===== config.mk =====
export PLATFORM = sky130hd
export DESIGN_NAME = pc_unit
export DESIGN_NICKNAME = d
export VERILOG_FILES = /design/src/rtl/pc_pkg.sv /design/src/rtl/pc_redirect_arbiter.sv /design/src/rtl/pc_unit.sv
export SDC_FILE = /design/constraint.sdc
export NUM_CORES = 1
export LEC_CHECK = 0
export CORE_AREA = 2 2 118 120
export DETAILED_ROUTE_END_ITERATION = 6
export DIE_AREA = 0 0 120 122
export PLACE_DENSITY = 0.75
export SYNTH_ARGS = -nofsm -noshare
export SYNTH_HDL_FRONTEND = slang
export SYNTH_SLANG_ARGS = --single-unit

===== constraint.sdc =====
create_clock -name clk -period 2.7 [get_ports clk]
set_clock_uncertainty 0.15 [all_clocks]
set_input_delay 0.54 -clock clk [delete_from_list [all_inputs] [get_ports clk]]
set_output_delay 0.54 -clock clk [all_outputs]
set_load 0.01 [all_outputs]

===== src/rtl/pc_pkg.sv =====
// Shared definitions for the fetch-stage program counter.
// Redirect classes are numerically ordered by priority.
package pc_pkg;

    typedef enum logic [2:0] {
        CLS_SEQ    = 3'd0,
        CLS_JUMP   = 3'd1,
        CLS_BRANCH = 3'd2,
        CLS_ERET   = 3'd3,
        CLS_EXC    = 3'd4
    } redir_cls_e;

    localparam int          DEF_STEP         = 4;
    localparam logic [31:0] DEF_RESET_VECTOR = 32'h0000_0000;
    localparam logic [31:0] DEF_EXC_VECTOR   = 32'h0000_0080;

endpackage


===== src/rtl/pc_redirect_arbiter.sv =====
// Combinational redirect selection: picks the highest-priority
// new request, then weighs it against the held pending entry.
import pc_pkg::*;

module pc_redirect_arbiter #(
    parameter int               WIDTH      = 32,
    parameter int               STEP       = DEF_STEP,
    parameter logic [WIDTH-1:0] EXC_VECTOR = WIDTH'(DEF_EXC_VECTOR)
) (
    input  logic             jump,
    input  logic [WIDTH-1:0] jump_target,
    input  logic             branch_taken,
    input  logic [WIDTH-1:0] branch_target,
    input  logic             eret,
    input  logic [WIDTH-1:0] epc,
    input  logic             exception,
    input  logic             pend_valid,
    input  logic [WIDTH-1:0] pend_target,
    input  redir_cls_e       pend_cls,
    output redir_cls_e       new_cls,
    output logic [WIDTH-1:0] new_target,
    output redir_cls_e       win_cls,
    output logic [WIDTH-1:0] win_target
);

    localparam logic [WIDTH-1:0] ALIGN_MASK = ~(WIDTH'(STEP) - WIDTH'(1));

    logic [WIDTH-1:0] raw_target;

    always_comb begin
        new_cls    = CLS_SEQ;
        raw_target = '0;
        if (exception) begin
            new_cls    = CLS_EXC;
            raw_target = EXC_VECTOR;
        end else if (eret) begin
            new_cls    = CLS_ERET;
            raw_target = epc;
        end else if (branch_taken) begin
            new_cls    = CLS_BRANCH;
            raw_target = branch_target;
        end else if (jump) begin
            new_cls    = CLS_JUMP;
            raw_target = jump_target;
        end
        new_target = raw_target & ALIGN_MASK;
    end

    // Pending entry wins only when strictly higher; ties go to the new input.
    always_comb begin
        win_cls    = new_cls;
        win_target = new_target;
        if (pend_valid && (pend_cls > new_cls)) begin
            win_cls    = pend_cls;
            win_target = pend_target;
        end
    end

endmodule


===== src/rtl/pc_unit.sv =====
// Fetch program counter: advances on I-cache hit, redirects by
// priority, and holds one redirect across a cache stall.
import pc_pkg::*;

module pc_unit #(
    parameter int               WIDTH        = 32,
    parameter int               STEP         = DEF_STEP,
    parameter logic [WIDTH-1:0] RESET_VECTOR = WIDTH'(DEF_RESET_VECTOR),
    parameter logic [WIDTH-1:0] EXC_VECTOR   = WIDTH'(DEF_EXC_VECTOR)
) (
    input  logic             clk,
    input  logic             rst_n,
    input  logic             hit,
    input  logic             jump,
    input  logic [WIDTH-1:0] jump_target,
    input  logic             branch_taken,
    input  logic [WIDTH-1:0] branch_target,
    input  logic             eret,
    input  logic             exception,
    output logic [WIDTH-1:0] pc_out,
    output logic [WIDTH-1:0] pc_plus_step,
    output logic [WIDTH-1:0] epc_out,
    output logic             redirect_pending
);

    logic [WIDTH-1:0] pc_q, pc_d;
    logic [WIDTH-1:0] epc_q, epc_d;
    logic             pend_valid_q, pend_valid_d;
    logic [WIDTH-1:0] pend_target_q, pend_target_d;
    redir_cls_e       pend_cls_q, pend_cls_d;

    redir_cls_e       new_cls, win_cls;
    logic [WIDTH-1:0] new_target, win_target;

    pc_redirect_arbiter #(
        .WIDTH      (WIDTH),
        .STEP       (STEP),
        .EXC_VECTOR (EXC_VECTOR)
    ) u_arb (
        .jump          (jump),
        .jump_target   (jump_target),
        .branch_taken  (branch_taken),
        .branch_target (branch_target),
        .eret          (eret),
        .epc           (epc_q),
        .exception     (exception),
        .pend_valid    (pend_valid_q),
        .pend_target   (pend_target_q),
        .pend_cls      (pend_cls_q),
        .new_cls       (new_cls),
        .new_target    (new_target),
        .win_cls       (win_cls),
        .win_target    (win_target)
    );

    assign pc_plus_step = pc_q + WIDTH'(STEP);

    always_comb begin
        pc_d          = pc_q;
        epc_d         = epc_q;
        pend_valid_d  = pend_valid_q;
        pend_target_d = pend_target_q;
        pend_cls_d    = pend_cls_q;
        if (exception) begin
            pc_d         = win_target;
            epc_d        = pc_q;
            pend_valid_d = 1'b0;
            pend_cls_d   = CLS_SEQ;
        end else if (hit) begin
            pc_d         = (win_cls != CLS_SEQ) ? win_target : pc_plus_step;
            pend_valid_d = 1'b0;
            pend_cls_d   = CLS_SEQ;
        end else if ((new_cls != CLS_SEQ) && (new_cls >= pend_cls_q)) begin
            // Stall: keep the stronger redirect until fetch can move again.
            pend_valid_d  = 1'b1;
            pend_target_d = new_target;
            pend_cls_d    = new_cls;
        end
    end

    always_ff @(negedge clk or negedge rst_n) begin
        if (!rst_n) begin
            pc_q          <= RESET_VECTOR;
            epc_q         <= '0;
            pend_valid_q  <= 1'b0;
            pend_target_q <= '0;
            pend_cls_q    <= CLS_SEQ;
        end else begin
            pc_q          <= pc_d;
            epc_q         <= epc_d;
            pend_valid_q  <= pend_valid_d;
            pend_target_q <= pend_target_d;
            pend_cls_q    <= pend_cls_d;
        end
    end

    assign pc_out           = pc_q;
    assign epc_out          = epc_q;
    assign redirect_pending = pend_valid_q;

endmodule


Yosys cells after proc, flatten, opt, wreduce, memory -nomap -nowiden
Cells that the tools add are included.
Widths: inputs -> output; s select.
{ "word_totals": {"reg_bits": 98, "inputBits": 71, "out_inout_bits": 97, "wordCells": 36} }
{ "op_classes": {"addsub": 1, "order_cmp": 2, "muxes": 19, "bitwise": 2, "n_reduce_logical": 7} }
{ "ops": {"columns": ["operator", "count"], "rows": [
  ["$mux 32", 8],
  ["$add 32x3->32 const B", 1],
  ["$mux 3", 7],
  ["$reduce_bool 3->1", 3],
  ["$mux 1", 4],
  ["$ge 3x3->1", 1],
  ["$gt 3x3->1", 1],
  ["$reduce_and 3->1", 1],
  ["$logic_and 1x1->1", 2],
  ["$not 1->1", 2],
  ["$reduce_bool 2->1", 1]
]} }

Logic depth before layout (Yosys ltp)
Gate-level depths: netlist of the first run.
{ "depth": {"ltp_word": 11, "ltp_mapped": 15, "mapped_depth_nobuf": 10} }

Modules after synthesis
A second synthesis of the first run with hierarchy kept.
{ "hier_totals": {"hier_cells": 606, "hier_area_um2": 6177.2} }
{ "by_module_without_submodules": {"columns": ["mod", "instances", "cells_per_inst", "area_each_um2", "seq_area_each_um2"], "rows": [
  ["pc_unit", 1, 439, 4898.4, 2502.4],
  ["pc_redirect_arbiter", 1, 167, 1278.7, 0.0]
]} }

==> results of run 1 <==
## routing by layer
layer / GRT usage, % / routed length [um] / vias to the layer above
met4: 18.1 / 1720 / 0
met1: 43.4 / 10800 / 3463
met5: 0 / 0 / -
met2: 59.2 / 13900 / 516
met3: 7.12 / 2650 / 142
li1: - / - / 2948
## cell usage in the layout, fill, tap and decap left out, drive strengths merged, types with 10 or more instances in the layout
cell,count
nor2b,25
a21oi,27
nand2,65
a221oi,32
clkbuf,14
clkdlybuf4s50,61
and3,11
xor2,10
mux2,66
nor2,27
buf,344
dfrtn,94
o21ai,23
nand3,17
and2,10
nor3,28
xnor2,18
## flip-flops by register name (all words and copies together) (netlist names)
signal,count
pc_out,30
pend_cls_q,3
redirect_pending,1
epc_out,30
pend_target_q,30
## worst min path at each step
stage / start / end / slack [ns]
2_1_floorplan: pend_target_q[23]$_DFFE_NN0P_ / pend_target_q[23]$_DFFE_NN0P_ / 0.28
5_1_grt: pend_target_q[31]$_DFFE_NN0P_ / pend_target_q[31]$_DFFE_NN0P_ / 0.33
4_1_cts: pend_target_q[29]$_DFFE_NN0P_ / pend_target_q[29]$_DFFE_NN0P_ / 0.30
3_5_place_dp: pend_target_q[29]$_DFFE_NN0P_ / pend_target_q[29]$_DFFE_NN0P_ / 0.30
6_report: pend_target_q[9]$_DFFE_NN0P_ / pend_target_q[9]$_DFFE_NN0P_ / 0.31
3_3_place_gp: pend_target_q[26]$_DFFE_NN0P_ / pend_target_q[26]$_DFFE_NN0P_ / 0.29
## cell type report
| cell class | instances | area share (%) |
|---|---|---|
| Inverter | 10 | 0.367 |
| Clock inverter | 3 | 0.378 |
| Sequential cell | 94 | 20.9 |
| Tap cell | 180 | 2.00 |
| Timing Repair Buffer | 407 | 34.3 |
| Multi-Input combinational cell | 455 | 39.8 |
| Clock buffer | 13 | 2.31 |
## cells by family (layout without fill, tap and decap cells)
logic type,count (synthesis),after routing,synth area share [%]
simple gates,207,207,17.8
compound gates,138,138,17.5
flops,94,94,39.9
buf+inv,71,433,6.58
mux,69,72,13.1
xor+xnor,28,28,4.16
fa+ha+maj,4,4,0.849
other cells,1,6,0.0636
## worst max-delay path, stage by stage, from the launching register on
cell and delay (ns):
sky130_fd_sc_hd__dfrtn_1 0.45, sky130_fd_sc_hd__buf_6 0.12, sky130_fd_sc_hd__ha_4 0.12, sky130_fd_sc_hd__and4_4 0.21, sky130_fd_sc_hd__and3_4 0.23, sky130_fd_sc_hd__buf_6 0.12
sky130_fd_sc_hd__and2_4 0.18, sky130_fd_sc_hd__nand2_4 0.08, sky130_fd_sc_hd__xnor2_2 0.14, sky130_fd_sc_hd__buf_2 0.16
## through the flow
step	power, mW	instance area (sq um)	util (%)	std cells	worst slack, ns
floorplan	2.73	6580	-	617	-1.64
global placement	3.66	9130	67.6	1043	-1.94
detailed placement	3.70	9130	67.6	1043	-2.03
CTS	5.38	10800	80.1	1146	-1.46
global route	5.88	11300	83.4	1162	-1.59
finish	5.71	11300	83.4	1162	-1.52
## power breakdown
group	total [mW]	switching (mW)	internal [mW]
clock network	1.39	0.616	0.771
registers	1.85	0.180	1.67
logic	2.47	1.11	1.36
## timing repair
item | CTS | global route
resized for setup | 600 | 93
hold buffers | 0 | 0
pin swaps | 80 | 53
cloned | 10 | 1
setup buffers | 84 | 49
endpoints found under the setup margin | 169 | 158
==> results.txt, run 1 <==
* Outcome: finished with violations
- Violated checks: negative setup slack
* Worst setup startpoint: pc_out[2]$_DFFE_NN0N_
* Initial cell density of the core: 43.7%
- Clk slew on worst S/H paths: about 0.05 ns
* Number of antenna violations at the first check in global routing: 0
* CP Data Arrival Time: 3.53 ns
- Post-synth ARST share: 100%
- For this block, the initial DRC count from the detailed router was 748.
* Area of the die: approximately 15,000 sq um
- Seq cells post-synth: 94
- Fill cell instance count of the final layout: 699
- The worst setup path is launched from a register.
- Yosys mapped the design onto 61 distinct sky130hd cell types.
- Worst hold path cell count: 1
- For this run, the number of Yosys warnings is 0.
- The endpoint identified for the worst register-to-register timing path is pc_out[24]$_DFFE_NN0N_.
- Number of pins exceeding their max-slew limit in the final report: 0
- Setup repair after global routing could not meet its margin everywhere.
- Measured against its own limit, the worst slew margin works out to between 50% and 60%.
- Power spread over the standard cell area amounts to 507 nW/um^2.
- In this run the cell area of the synthesized design comes to 5900 sq um.
* Remaining global-route overflow: 0
* GR Util All Layers: 35.4%
- Number of synthesized flops with an enable pin: 0
* Detail-routed via count per cell: just over 6
- In the post-route analysis, the smallest setup slack over all paths is -1.52 ns.
- Total vias in the final route: 7,069
- Worst R2R Path Depth: 10
* Kind of end point of the critical path: primary output
- The count of endpoints failing hold in the final timing report came to 0.
- Number of remaining DRC errors: 0
* Number of nets still failing antenna checks after routing: 0
* Number of sinks driven by the clock tree: 94
- In this run the count of I/O pins placed on the die edge is between 150 and 200.
- Wire length of the first global-routing pass: 39,800 um
- The analysis attributes to cell leakage a power of 5.36 nW.
- Max-cap violations in this run came to 0.
- The die is 122 um tall.
- Largest fanout on the critical path: 3
- In this run the register-to-register setup slack is -0.16 ns.
- Worst flop-to-flop path startpoint: pend_cls_q[1]$_DFFE_NN0P_
- In this run the horizontal extent of the chip is 120 um.
* Portion of the post-synthesis area used by sequential elements: around 40%
- Bufs on Longest Clock Path: 2
- Clock latency reported for the late side of the worst-skew pair: 0.37 ns
* Largest area contributor in the synthesized netlist: sky130_fd_sc_hd__dfrtn_1
- Among all cell types in the netlist, the one instantiated most often is sky130_fd_sc_hd__dfrtn_1.
- After the last flow step, the layout net total stands at roughly 1.1k.
* Primary flip-flop cell chosen by synthesis mapping: sky130_fd_sc_hd__dfrtn_1
- Total CTS buffers: 9
- In this run the clock root is driven by a sky130_fd_sc_hd__clkbuf_16.
- Fraction of synthesized cell area taken by the top area cell type: between 30% and 40%
- Clock tree from TritonCTS: built
- Entering global routing, the biggest net connects 64 pins.
- Area used by sequential logic in the layout: 2350 sq um
- Fraction of final layout cells sized beyond drive strength 1: 58.6%
- Multi-input gate area in the final layout: 4480 sq um
* Global placement routability congestion: 0.879
* Diodes inserted: 0
- Setup violations remaining at the end of the flow were counted as 157.
- At the pin with the least slew margin, the transition time is ~0.73 ns.
- Sorting the synthesized cells by area gives the leading types as sky130_fd_sc_hd__dfrtn_1, sky130_fd_sc_hd__mux2_2, sky130_fd_sc_hd__a221oi_1.
* HP Class: register to register
- The number of global-route vias before repair came to 7,169.
* Mean routed wirelength per cell: 25.0 um
- For the worst setup path, the data required time is ~2.0 ns.
- For the final routed database, the setup TNS stands at -137.20 ns.
- In this run the number of H-tree levels came out at 3.
- The routed design has slightly below 30,000 um of wire.
* # rows: 43
- Mean cell area of the mapped netlist: 9.63 sq um
* Number of cells produced by synthesis: 612
* Critical Setup Path Class: register to primary output
- Across the VDD grid, the largest voltage drop is 0.501 mV.
- Area growth, synth to finish: 91.0%
* Worst setup path endpoint: pc_plus_step[18]
* Pre-antenna DRT Iters: 5
- Final hold analysis gives a worst-case slack of around 0.31 ns.
- Core Area: 13,500 sq um
* Buffers on Ports: around 160
- Detailed placement ended at an HPWL of about 14,000 um.
* Most common library cells after synthesis: sky130_fd_sc_hd__dfrtn_1, sky130_fd_sc_hd__nand2_1, sky130_fd_sc_hd__mux2_2
No activity file was read; power rests on OpenSTA's default activity.
==> inputs of run 2 (changes only) <==
--- a/config.mk
+++ b/config.mk
@@ -8,6 +8,7 @@
 export CORE_AREA = 2 2 118 120
 export DETAILED_ROUTE_END_ITERATION = 6
 export DIE_AREA = 0 0 120 122
+export MAX_ROUTING_LAYER = met4
 export PLACE_DENSITY = 0.75
 export SYNTH_ARGS = -nofsm -noshare
 export SYNTH_HDL_FRONTEND = slang
==> run 2 against run 1 <==
Compared with the run above: the run ends with design-rule violations, negative setup slack left; largest power group unchanged; sequential share of layout area is 0.10 points lower; cell count is 0.17% lower; utilization is 0.42 points higher; via count is 0.11% higher.
==> results.txt, run 2 (same netlist as run 1, synthesis figures left out) <==
- The min-delay analysis places its worst path in the category register to register.
- Prior to clock tree synthesis, the placed netlist has a worst setup slack of -2.03 ns.
- Clock tree from TritonCTS: built
- Final total negative setup slack: -136.44 ns
- In this run the static leakage power is 5.36 nW.
- The core region is 13,500 sq um.
- For the pin with the worst max-slew slack, the measured transition is between 0.6 and 0.7 ns.
- Nature of the critical path startpoint: register
* Final worst slack: -1.53 ns
- Pre-antenna DRT Iters: 7
- The die covers approximately 15,000 sq um.
- Worst ir drop on vdd: 0.290 mV
- Worst R2R Path Depth: 9
- Switching pwr: 1.94 mW
* Cell family with the largest share of critical-path delay: simple AND/OR/NAND/NOR gates
- The clock reaches the later pin of the worst-skew pair after 0.36 ns.
* Total power divided by cell area: approximately 500 nW/um^2
- Clock tree synthesis found a total of between 90 and 100 sinks.
- Violated checks: design-rule violations, negative setup slack
- Post-Place Cells: about 1.0k
- In this run the critical register-to-register path is captured at pc_out[29]$_DFFE_NN0N_.
- Most frequent cells in the layout: sky130_fd_sc_hd__buf_4, sky130_fd_sc_hd__buf_6, sky130_fd_sc_hd__dfrtn_1, sky130_fd_sc_hd__clkdlybuf4s50_1, sky130_fd_sc_hd__mux2_4
* Worst flop-to-flop path startpoint: pend_cls_q[1]$_DFFE_NN0P_
- Number of DRC markers in iteration 0: 670
- Number of remaining DRC errors: 4
* Most common cell after layout, fill and taps aside: sky130_fd_sc_hd__buf_4
* Wire length of the first global-routing pass: 40,600 um
- The share of total power dissipated in combinational logic is 44.2%.
* Most Frequent Cell on Critical Path: sky130_fd_sc_hd__and3_4
- The final route contains roughly 7.1k vias.
- Reg-to-reg setup timing slack: 0.02 ns
- For hold timing, the worst endpoint is pend_target_q[23]$_DFFE_NN0P_.
- Remaining global-route overflow: 0
- Number of pins exceeding their max-slew limit in the final report: 0
- Max-cap violations in this run came to 0.
- Of all nets on the critical path, the largest fanout is 5.
- GR Util All Layers: 37.3%
- For this design, the CTS-stage hold fixing added 0 buffers.
- Switching part of the total power: approximately a third
- Once layout is complete, the cells apart from fillers number 1,160.
- The initial antenna violation count came to 0.
- Final core utilization: a little over four fifths
- Once the floorplan was initialized, standard cells occupied 43.7% of the core.
- Slowest stage cell on the critical path: sky130_fd_sc_hd__dfrtn_1
- The critical path is of the register to primary output type.
- Global placement routability congestion: 0.913
- Buffers on Ports: 157
- Detail-routed via count per cell: 6.10
- Internal power comes to around 3.7 mW.
* Clock Power Share: 23.0%
* Clk slew on worst S/H paths: 0.05 ns
* Final hold violation count: 0
- Number of nets still failing antenna checks after routing: 0
- Kind of end point of the critical path: primary output
- Setup repair after global routing could not meet its margin everywhere.
- Level count of the clock H-tree: 3
- The die is 122 um tall.
* Via count of the first global-routing pass: 7,309
- Fraction of final layout cells sized beyond drive strength 1: 59.8%
- Bufs on Longest Clock Path: 2
- Routed WL: 29,300 um
- The run finished, with violations left.
* Combined buffer and inverter count along the critical path: 2
- The die is 120 um wide.
- Headroom to the max-slew limit came out at 53.0%.
- Worst hold path cell count: 1
- Final count of negative-setup-slack endpoints: 155
- Worst stage delay on the critical path: ~0.5 ns
- Pin count of the biggest net entering global routing: 36
- Worst Hold Launch: pend_target_q[23]$_DFFE_NN0P_
* Clock root cell: sky130_fd_sc_hd__clkbuf_16
* I/O pin total: 168
- 0 antenna diodes ended up in the layout.
- Data arrives at the worst endpoint at 3.54 ns.
* Mean routed wirelength per cell: 25.3 um
* Hpwl dp: 14,500 um
- Area growth, synth to finish: 92.0%
- Data on the critical path is required at its endpoint by 2.01 ns.
- After the last flow step, the layout net total stands at 1,050.
* Chain of cells forming the critical path: buf_4, and3_4, and4_4, and3_4, nand3_4, xnor2_2, buf_2
- After floorplanning, the core was divided into between 40 and 50 placement rows.
- Hold_ws: roughly 0.3 ns
- Clock tree synthesis inserted a total of 9 buffers.
- Registers are responsible for 32.8% of the overall power.
==> run 2: how the worst max path moves through the flow <==
| stage | startpoint | endpoint | cells past startpoint |
|---|---|---|---|
| finish | pc_out[3]$_DFFE_NN0N_ | pc_plus_step[27] | 7 |
| global route | pc_out[3]$_DFFE_NN0N_ | pc_plus_step[16] | 8 |
| CTS | pc_out[2]$_DFFE_NN0N_ | pc_plus_step[26] | 7 |
| detailed placement | branch_taken | pc_out[29]$_DFFE_NN0N_ | 10 |
| global placement | branch_taken | pc_out[15]$_DFFE_NN0N_ | 11 |
| floorplan | branch_taken | pc_out[31]$_DFFE_NN0N_ | 14 |
==> run 2: layout make-up <==
cell class,instances,area (sq um)
clock buffers,11,253
clock inverters,5,33.8
fillers,637,2180
inverters,10,37.5
multi-input cells,455,4460
flip-flops and latches,94,2350
well taps,180,225
repair buffers,405,3950
==> run 2: per-stage QoR <==
stage          cell area (sq um)  power [mW]
6_report                   11300        5.67
5_1_grt                    11300        5.84
4_1_cts                    10800        5.30
3_5_place_dp                9200        3.72
3_3_place_gp                9200        3.67
2_1_floorplan               6580        2.73
==> run 2: power groups by stage <==
stage	Sequential (mW)	Clock, mW	Combinational, mW
3_5_place_dp	1.83	0	1.89
6_report	1.86	1.30	2.51
5_1_grt	1.87	1.36	2.61
3_3_place_gp	1.82	0	1.85
4_1_cts	1.82	1.27	2.22
2_1_floorplan	1.94	0	0.791
==> run 2: repair_timing <==
| action | CTS | global route |
|---|---|---|
| pin swaps | 69 | 53 |
| buffers inserted | 77 | 55 |
| endpoints found under the setup margin | 169 | 157 |
| cloned | 10 | 2 |
| gates resized for setup | 585 | 137 |
==> run 2: metal layers <==
| layer | up-vias | share of wire (%) | track usage [%] |
|---|---|---|---|
| met5 | - | 0 | - |
| met4 | 0 | 7.3 | 19.9 |
| met3 | 181 | 8.0 | 6.23 |
| met2 | 527 | 48 | 60.5 |
| met1 | 3428 | 37 | 44.6 |
| li1 | 2941 | - | - |
==> run 2: worst register-to-register path: stages (launching register included) <==
cell	delay (ns)
sky130_fd_sc_hd__dfrtn_1	0.58
sky130_fd_sc_hd__ha_4	0.27
sky130_fd_sc_hd__buf_4	0.14
sky130_fd_sc_hd__nand3_4	0.07
sky130_fd_sc_hd__buf_6	0.10
sky130_fd_sc_hd__o311a_4	0.24
sky130_fd_sc_hd__mux2_4	0.42
sky130_fd_sc_hd__a211oi_4	0.24
sky130_fd_sc_hd__a41oi_2	0.08
sky130_fd_sc_hd__o22a_1	0.23
